**config.mk**
```make
export PLATFORM = sky130hd
export DESIGN_NAME = fetch_stage
export DESIGN_NICKNAME = d
export VERILOG_FILES = /design/src/rtl/fetch_stage.sv
export SDC_FILE = /design/constraint.sdc
export NUM_CORES = 1
export LEC_CHECK = 0
export CAP_MARGIN = 20
export CORE_MARGIN = 1.5
export CORE_UTILIZATION = 43
export CTS_BUF_LIST = sky130_fd_sc_hd__clkbuf_4
export DETAILED_ROUTE_END_ITERATION = 10
export PLACE_DENSITY = 0.82
export SETUP_SLACK_MARGIN = 0.1
export SKIP_CTS_REPAIR_TIMING = 1
export SYNTH_ARGS = -nofsm -noshare
export SYNTH_HDL_FRONTEND = slang
export SYNTH_SLANG_ARGS = --single-unit
```
**constraint.sdc**
```tcl
create_clock -name clk -period 5.2 [get_ports clk]
set_clock_uncertainty 0.15 [all_clocks]
set_input_delay 1.3 -clock clk [delete_from_list [all_inputs] [get_ports clk]]
set_output_delay 1.3 -clock clk [all_outputs]
set_load 0.005 [all_outputs]
```
**src/rtl/fetch_stage.sv**
```systemverilog
// Instruction fetch stage with the IF/ID pipeline register.
//
// Holds the fetch PC, presents it to instruction memory, and captures the
// returned word into IF/ID. A redirect from EX replaces the next PC and
// squashes whatever is in IF/ID. Hazard-unit stalls hold the PC and/or IF/ID.
//
// Ports:
//   clk         clock, rising edge
//   rst         asynchronous active-high reset
//   stallF      hold the fetch PC
//   stallD      hold the IF/ID register
//   flushD      replace IF/ID contents with a bubble
//   pcselE      taken branch/jump resolved in EX
//   targetE     redirect address from EX (low two bits ignored)
//   instrF      instruction word read combinationally at pcF
//   pcF         current fetch PC / instruction memory address
//   pcD         PC of the instruction in decode
//   pcplus4D    pcD + 4
//   instrD      instruction in decode
//   validD      instrD is a real fetched instruction
//   fetch_count number of real instructions loaded into IF/ID since reset
module fetch_stage #(
  parameter logic [31:0] RESET_PC  = 32'h0000_0000,
  parameter logic [31:0] NOP_INSTR = 32'h0000_0013
) (
  input  logic        clk,
  input  logic        rst,
  input  logic        stallF,
  input  logic        stallD,
  input  logic        flushD,
  input  logic        pcselE,
  input  logic [31:0] targetE,
  input  logic [31:0] instrF,
  output logic [31:0] pcF,
  output logic [31:0] pcD,
  output logic [31:0] pcplus4D,
  output logic [31:0] instrD,
  output logic        validD,
  output logic [31:0] fetch_count
);

  logic [31:0] pc_q, pc_d;
  logic [31:0] pcd_q, pcd_d;
  logic [31:0] pcplus4d_q, pcplus4d_d;
  logic [31:0] instrd_q, instrd_d;
  logic        validd_q, validd_d;
  logic [31:0] count_q, count_d;
  logic [31:0] pcplus4F;

  assign pcplus4F = pc_q + 32'd4;

  // Redirect wins over stallF so a taken branch is never lost under a stall.
  always_comb begin
    pc_d = pcplus4F;
    if (pcselE) begin
      pc_d = {targetE[31:2], 2'b00};
    end else if (stallF) begin
      pc_d = pc_q;
    end
  end

  // A redirect also squashes IF/ID: the word there was fetched down the
  // wrong path. Flush wins over stallD.
  always_comb begin
    pcd_d      = pcd_q;
    pcplus4d_d = pcplus4d_q;
    instrd_d   = instrd_q;
    validd_d   = validd_q;
    count_d    = count_q;
    if (flushD || pcselE) begin
      pcd_d      = 32'd0;
      pcplus4d_d = 32'd0;
      instrd_d   = NOP_INSTR;
      validd_d   = 1'b0;
    end else if (!stallD) begin
      pcd_d      = pc_q;
      pcplus4d_d = pcplus4F;
      instrd_d   = instrF;
      validd_d   = 1'b1;
      count_d    = count_q + 32'd1;
    end
  end

  always_ff @(posedge clk or posedge rst) begin
    if (rst) begin
      pc_q       <= RESET_PC;
      pcd_q      <= 32'd0;
      pcplus4d_q <= 32'd0;
      instrd_q   <= NOP_INSTR;
      validd_q   <= 1'b0;
      count_q    <= 32'd0;
    end else begin
      pc_q       <= pc_d;
      pcd_q      <= pcd_d;
      pcplus4d_q <= pcplus4d_d;
      instrd_q   <= instrd_d;
      validd_q   <= validd_d;
      count_q    <= count_d;
    end
  end

  // All outputs come straight from registers.
  assign pcF         = pc_q;
  assign pcD         = pcd_q;
  assign pcplus4D    = pcplus4d_q;
  assign instrD      = instrd_q;
  assign validD      = validd_q;
  assign fetch_count = count_q;

endmodule
```
Yosys cells after proc, flatten, opt, wreduce, memory -nomap -nowiden
Index checks and enable logic that the tools add are counted.
{"block": "totals", "out_inout_bits": 161, "word_cells": 24, "inputBits": 70, "register_bits": 161}
{"block": "op_classes", "n_reduce_logical": 2, "eq_ne": 2, "addsub": 2, "mux": 10, "n_bitwise": 2}
{"op": "2-to-1 mux 32 bit", "count": 8}
{"op": "adder 32 x 1 -> 32 bit, second input constant", "count": 1}
{"op": "adder 32 x 3 -> 32 bit, second input constant", "count": 1}
{"op": "inequality test 2 x 1 -> 1 bit, second input constant", "count": 2}
{"op": "2-to-1 mux 1 bit", "count": 2}
{"op": "inverter 1 bit", "count": 2}
{"op": "AND reduction 2 bit", "count": 1}
{"op": "logical OR 1 bit", "count": 1}

Depth between registers and ports, before layout
{"block": "logic_depth", "depth_word": 3, "ltp_mapped": 7, "mapped_depth_nobuf": 5}

Least setup slack after synthesis
Ideal clock, no wire load.
{"block": "synth_timing", "path_type": "input to register", "start": "in stallF", "end": "reg pc_q[28], in the netlist pcF[28]", "path_stages": 5, "setup_time_ns": 0.082, "path_buffers": 1, "required_ns": 4.968, "path_slack_ns": 2.184, "t_arrival_ns": 2.784, "path_cell_list": "clkbuf_1 > nand4b_1 > or4_1 > or4_1 > a31oi_1"}
{"block": "synth_between", "elab_chain_cells": 1}
{"item": "start, declared", "line_no": "28", "text": "input logic stallF,"}
{"item": "inequality test 2 x 1 -> 1 bit (no source line)"}
{"item": "end signal, assigned", "line_no": "93", "text": "pc_q <= pc_d;"}
{"item": "end, declared", "line_no": "42", "text": "logic [31:0] pc_q, pc_d;"}
Every way passes these cells.
A chain may end at the register's enable or synchronous reset.

Worst setup path in the final report
Same ends and word-level chain as after synthesis.

==> metrics.txt <==
status=finished, final reports clean; DR WL/cell=18.41 um; CP Cell Sequence=clkdlybuf4s50_1, buf_4, nand4b_1, or4_1, or4_1, a31oi_1; Final ANT Viol Nets=0; Max-Cap Viols=0; Crit path top cell by count=or4_1; Rows=46; ant diodes=0; drt total wl=20.09 mm; FFs w/ async S/R, synth=100.0%; antenna violations before repair=0; Nets=934; synth top area cells=dfrtp_1 (54%), a22o_1 (7.2%), xnor2_1 (6.1%); commonest non-fill, non-tap cell in the layout=clkdlybuf4s50_1; top-area cell type share of the netlist area=53.97%; CP Capture Type=flip-flop; Hold Crit Class=reg2reg; most frequent cells in the layout=clkdlybuf4s50_1 (222), dfrtp_1 (152), nand2_1 (75); number of fill cells=1339; clk buf depth=2; GR Overflow Total=0; average size of a mapped cell=10.50 um^2; synth warn=0; Cell Pwr Density=264.4 nW/um^2; post-synthesis sequential area ratio=55.09%; DR pass1 iterations=5; Setup CP Type=in2reg; clk slew on worst S/H paths=0.13 ns; Largest stage delay, worst path=0.62 ns; chip height=131.0 um; CP Max Fanout=18; vias post-DR=6050; core area=15940 um^2; CTS tree=done; Post-synth EDFFs=0; CTS H-tree depth=4; worst vdd rail ir drop=0.0001146 V; Global Route Usage Sum=23.59%; Final Non-Filler Cells=1091; io pins=231; Initial Util=44.21%; CTS root buf=clkbuf_4; DRC=0; vias per std cell=5.545; Setup TNS=0 ns; min Tclk post-route=3.290 ns; RSZ-0062 raised after global routing=false; Max stage delay cell, worst path=or4_1; layout cells sized above 1=5.714%; Die ar.=17170 um^2; family with the most delay on the worst path=simple AND/OR/NAND/NOR gates; Max Slew Vio Count=0; P&R area growth vs syn=37.67%; worst path arrival time=3.62 ns; Main synth FF type=dfrtp_1; cts bufs inserted=17; Initial DRC Count=349; FF+latch area=3882 um^2; Synth Register Bits=155; global-route wire length before repair=31.08 mm; clock latency on the worst-skew pair=0.56 ns; Crit path buffers/inverters=2; Hold Vio Cnt, Final=0; Die Wd=131.0 um; CTS Sinks=155; WP data required=5.53 ns; Leakage=3.936 nW; cell taking the most area after synthesis=dfrtp_1; synthesized cell area=7048 um^2; post-synth cell types=47; vias in the first global route=5947; Slew headroom=29.85%; final cycle utilization of the critical path=63.27%; largest net degree at the start of global routing=90; worst-margin pin slew=1.052 ns; count of input and output buffers=222; highest clock rate=303.9 MHz; CP Launch Type=input pin; GPL Wtd Cong=0.8366; Post-DP HPWL=13.70 mm; cells after synthesis=671; area of the multi-input gates=2883 um^2; placed cells=1058; Finish-stage setup viols=0
==> final timing paths <==
path	endpoint	slack [ns]	from	depth (start not counted)
worst max-delay path	pcF[28]	1.91	stallF	6
worst min-delay path	pcplus4D[25]	0.34	pcplus4D[25]	2
worst max register to register	pcF[27]	2.23	pcF[4]	4
worst min register to register	pcplus4D[25]	0.34	pcplus4D[25]	2
max in group asynchronous	instrD[27]	3.14	rst	3
min in group asynchronous	pcD[30]	0.99	rst	2
==> cell usage after synthesis (2+ instances only) <==
cell	n
dfrtp_1	152
nand2_1	75
a22o_1	58
xnor2_1	49
clkbuf_1	37
o21ai_0	34
nand3_1	31
nor2_1	30
or4_1	26
nand4_1	25
nor3_1	14
a31oi_1	13
or3_1	12
nor4_1	11
o211ai_1	11
buf_2	10
buf_4	9
xor2_1	9
inv_1	8
o31ai_1	8
a211o_1	4
and3_1	4
buf_1	4
and4_1	3
dfstp_2	3
o22a_1	3
or2_2	3
a32oi_1	2
clkbuf_2	2
ha_1	2
nor2b_1	2
or4b_1	2
==> registers in the layout, summed over array words and instances (netlist names) <==
| signal | cells |
|---|---|
| validD | 1 |
| pcF | 30 |
| fetch_count | 32 |
| pcplus4D | 30 |
| instrD | 32 |
| pcD | 30 |
==> per-stage QoR <==
| stage | instance area (um^2) | hold WS, ns | power [mW] | util (%) | setup slack (ns) |
|---|---|---|---|---|---|
| floorplan | 7071 | 0.3183 | 1.536 | - | 1.794 |
| global placement | 9378 | 0.3097 | 1.768 | 58.82 | 1.407 |
| detailed placement | 9378 | 0.3188 | 1.778 | 58.82 | 1.374 |
| CTS | 9696 | 0.3474 | 2.593 | 60.81 | 1.976 |
| global route | 9703 | 0.3629 | 2.679 | 60.86 | 1.837 |
| finish | 9703 | 0.3392 | 2.566 | 60.86 | 1.910 |
==> tightest hold or removal path: stages, from the launching register on <==
cell and delay (ns):
dfrtp_1 0.36, nand2_1 0.05, nand3_1 0.05
==> kinds of logic (layout without fill, tap and decap cells) <==
group / count (synthesis) / count (layout) / synth area share (%)
and+or+nand+nor: 245 / 245 / 18.21
DFF: 155 / 155 / 55.09
AOI/OAI and AO/OA: 138 / 138 / 14.47
buffers and inverters: 71 / 270 / 4.473
xor gates and xnor gates: 58 / 58 / 7.208
adders and majority gates: 2 / 2 / 0.3550
other: 1 / 6 / 0.05321
muxes: 1 / 1 / 0.1420
==> report_power, final <==
group | switching, mW | internal, mW
clock network | 0.425 | 0.387
registers | 0.0964 | 1.27
logic | 0.162 | 0.225
==> metal layers <==
metal	global-route usage (%)	routed length, um	up-vias	share of wire, %
met3	6.759	1448	30	7.2
met4	9.373	408	0	2.0
met1	29.81	8554	2977	43
met2	38.25	9677	223	48
met5	0	0	-	0
li1	-	-	2820	-
==> final cells by class <==
class / count / area share (%)
Sequential cell: 155 / 40.01
Multi-Input combinational cell: 450 / 29.71
Timing Repair Buffer: 229 / 23.83
Tap cell: 216 / 2.785
Clock inverter: 13 / 1.805
Clock buffer: 19 / 1.470
Inverter: 9 / 0.3868
Power figures use the tool's default switching activity.
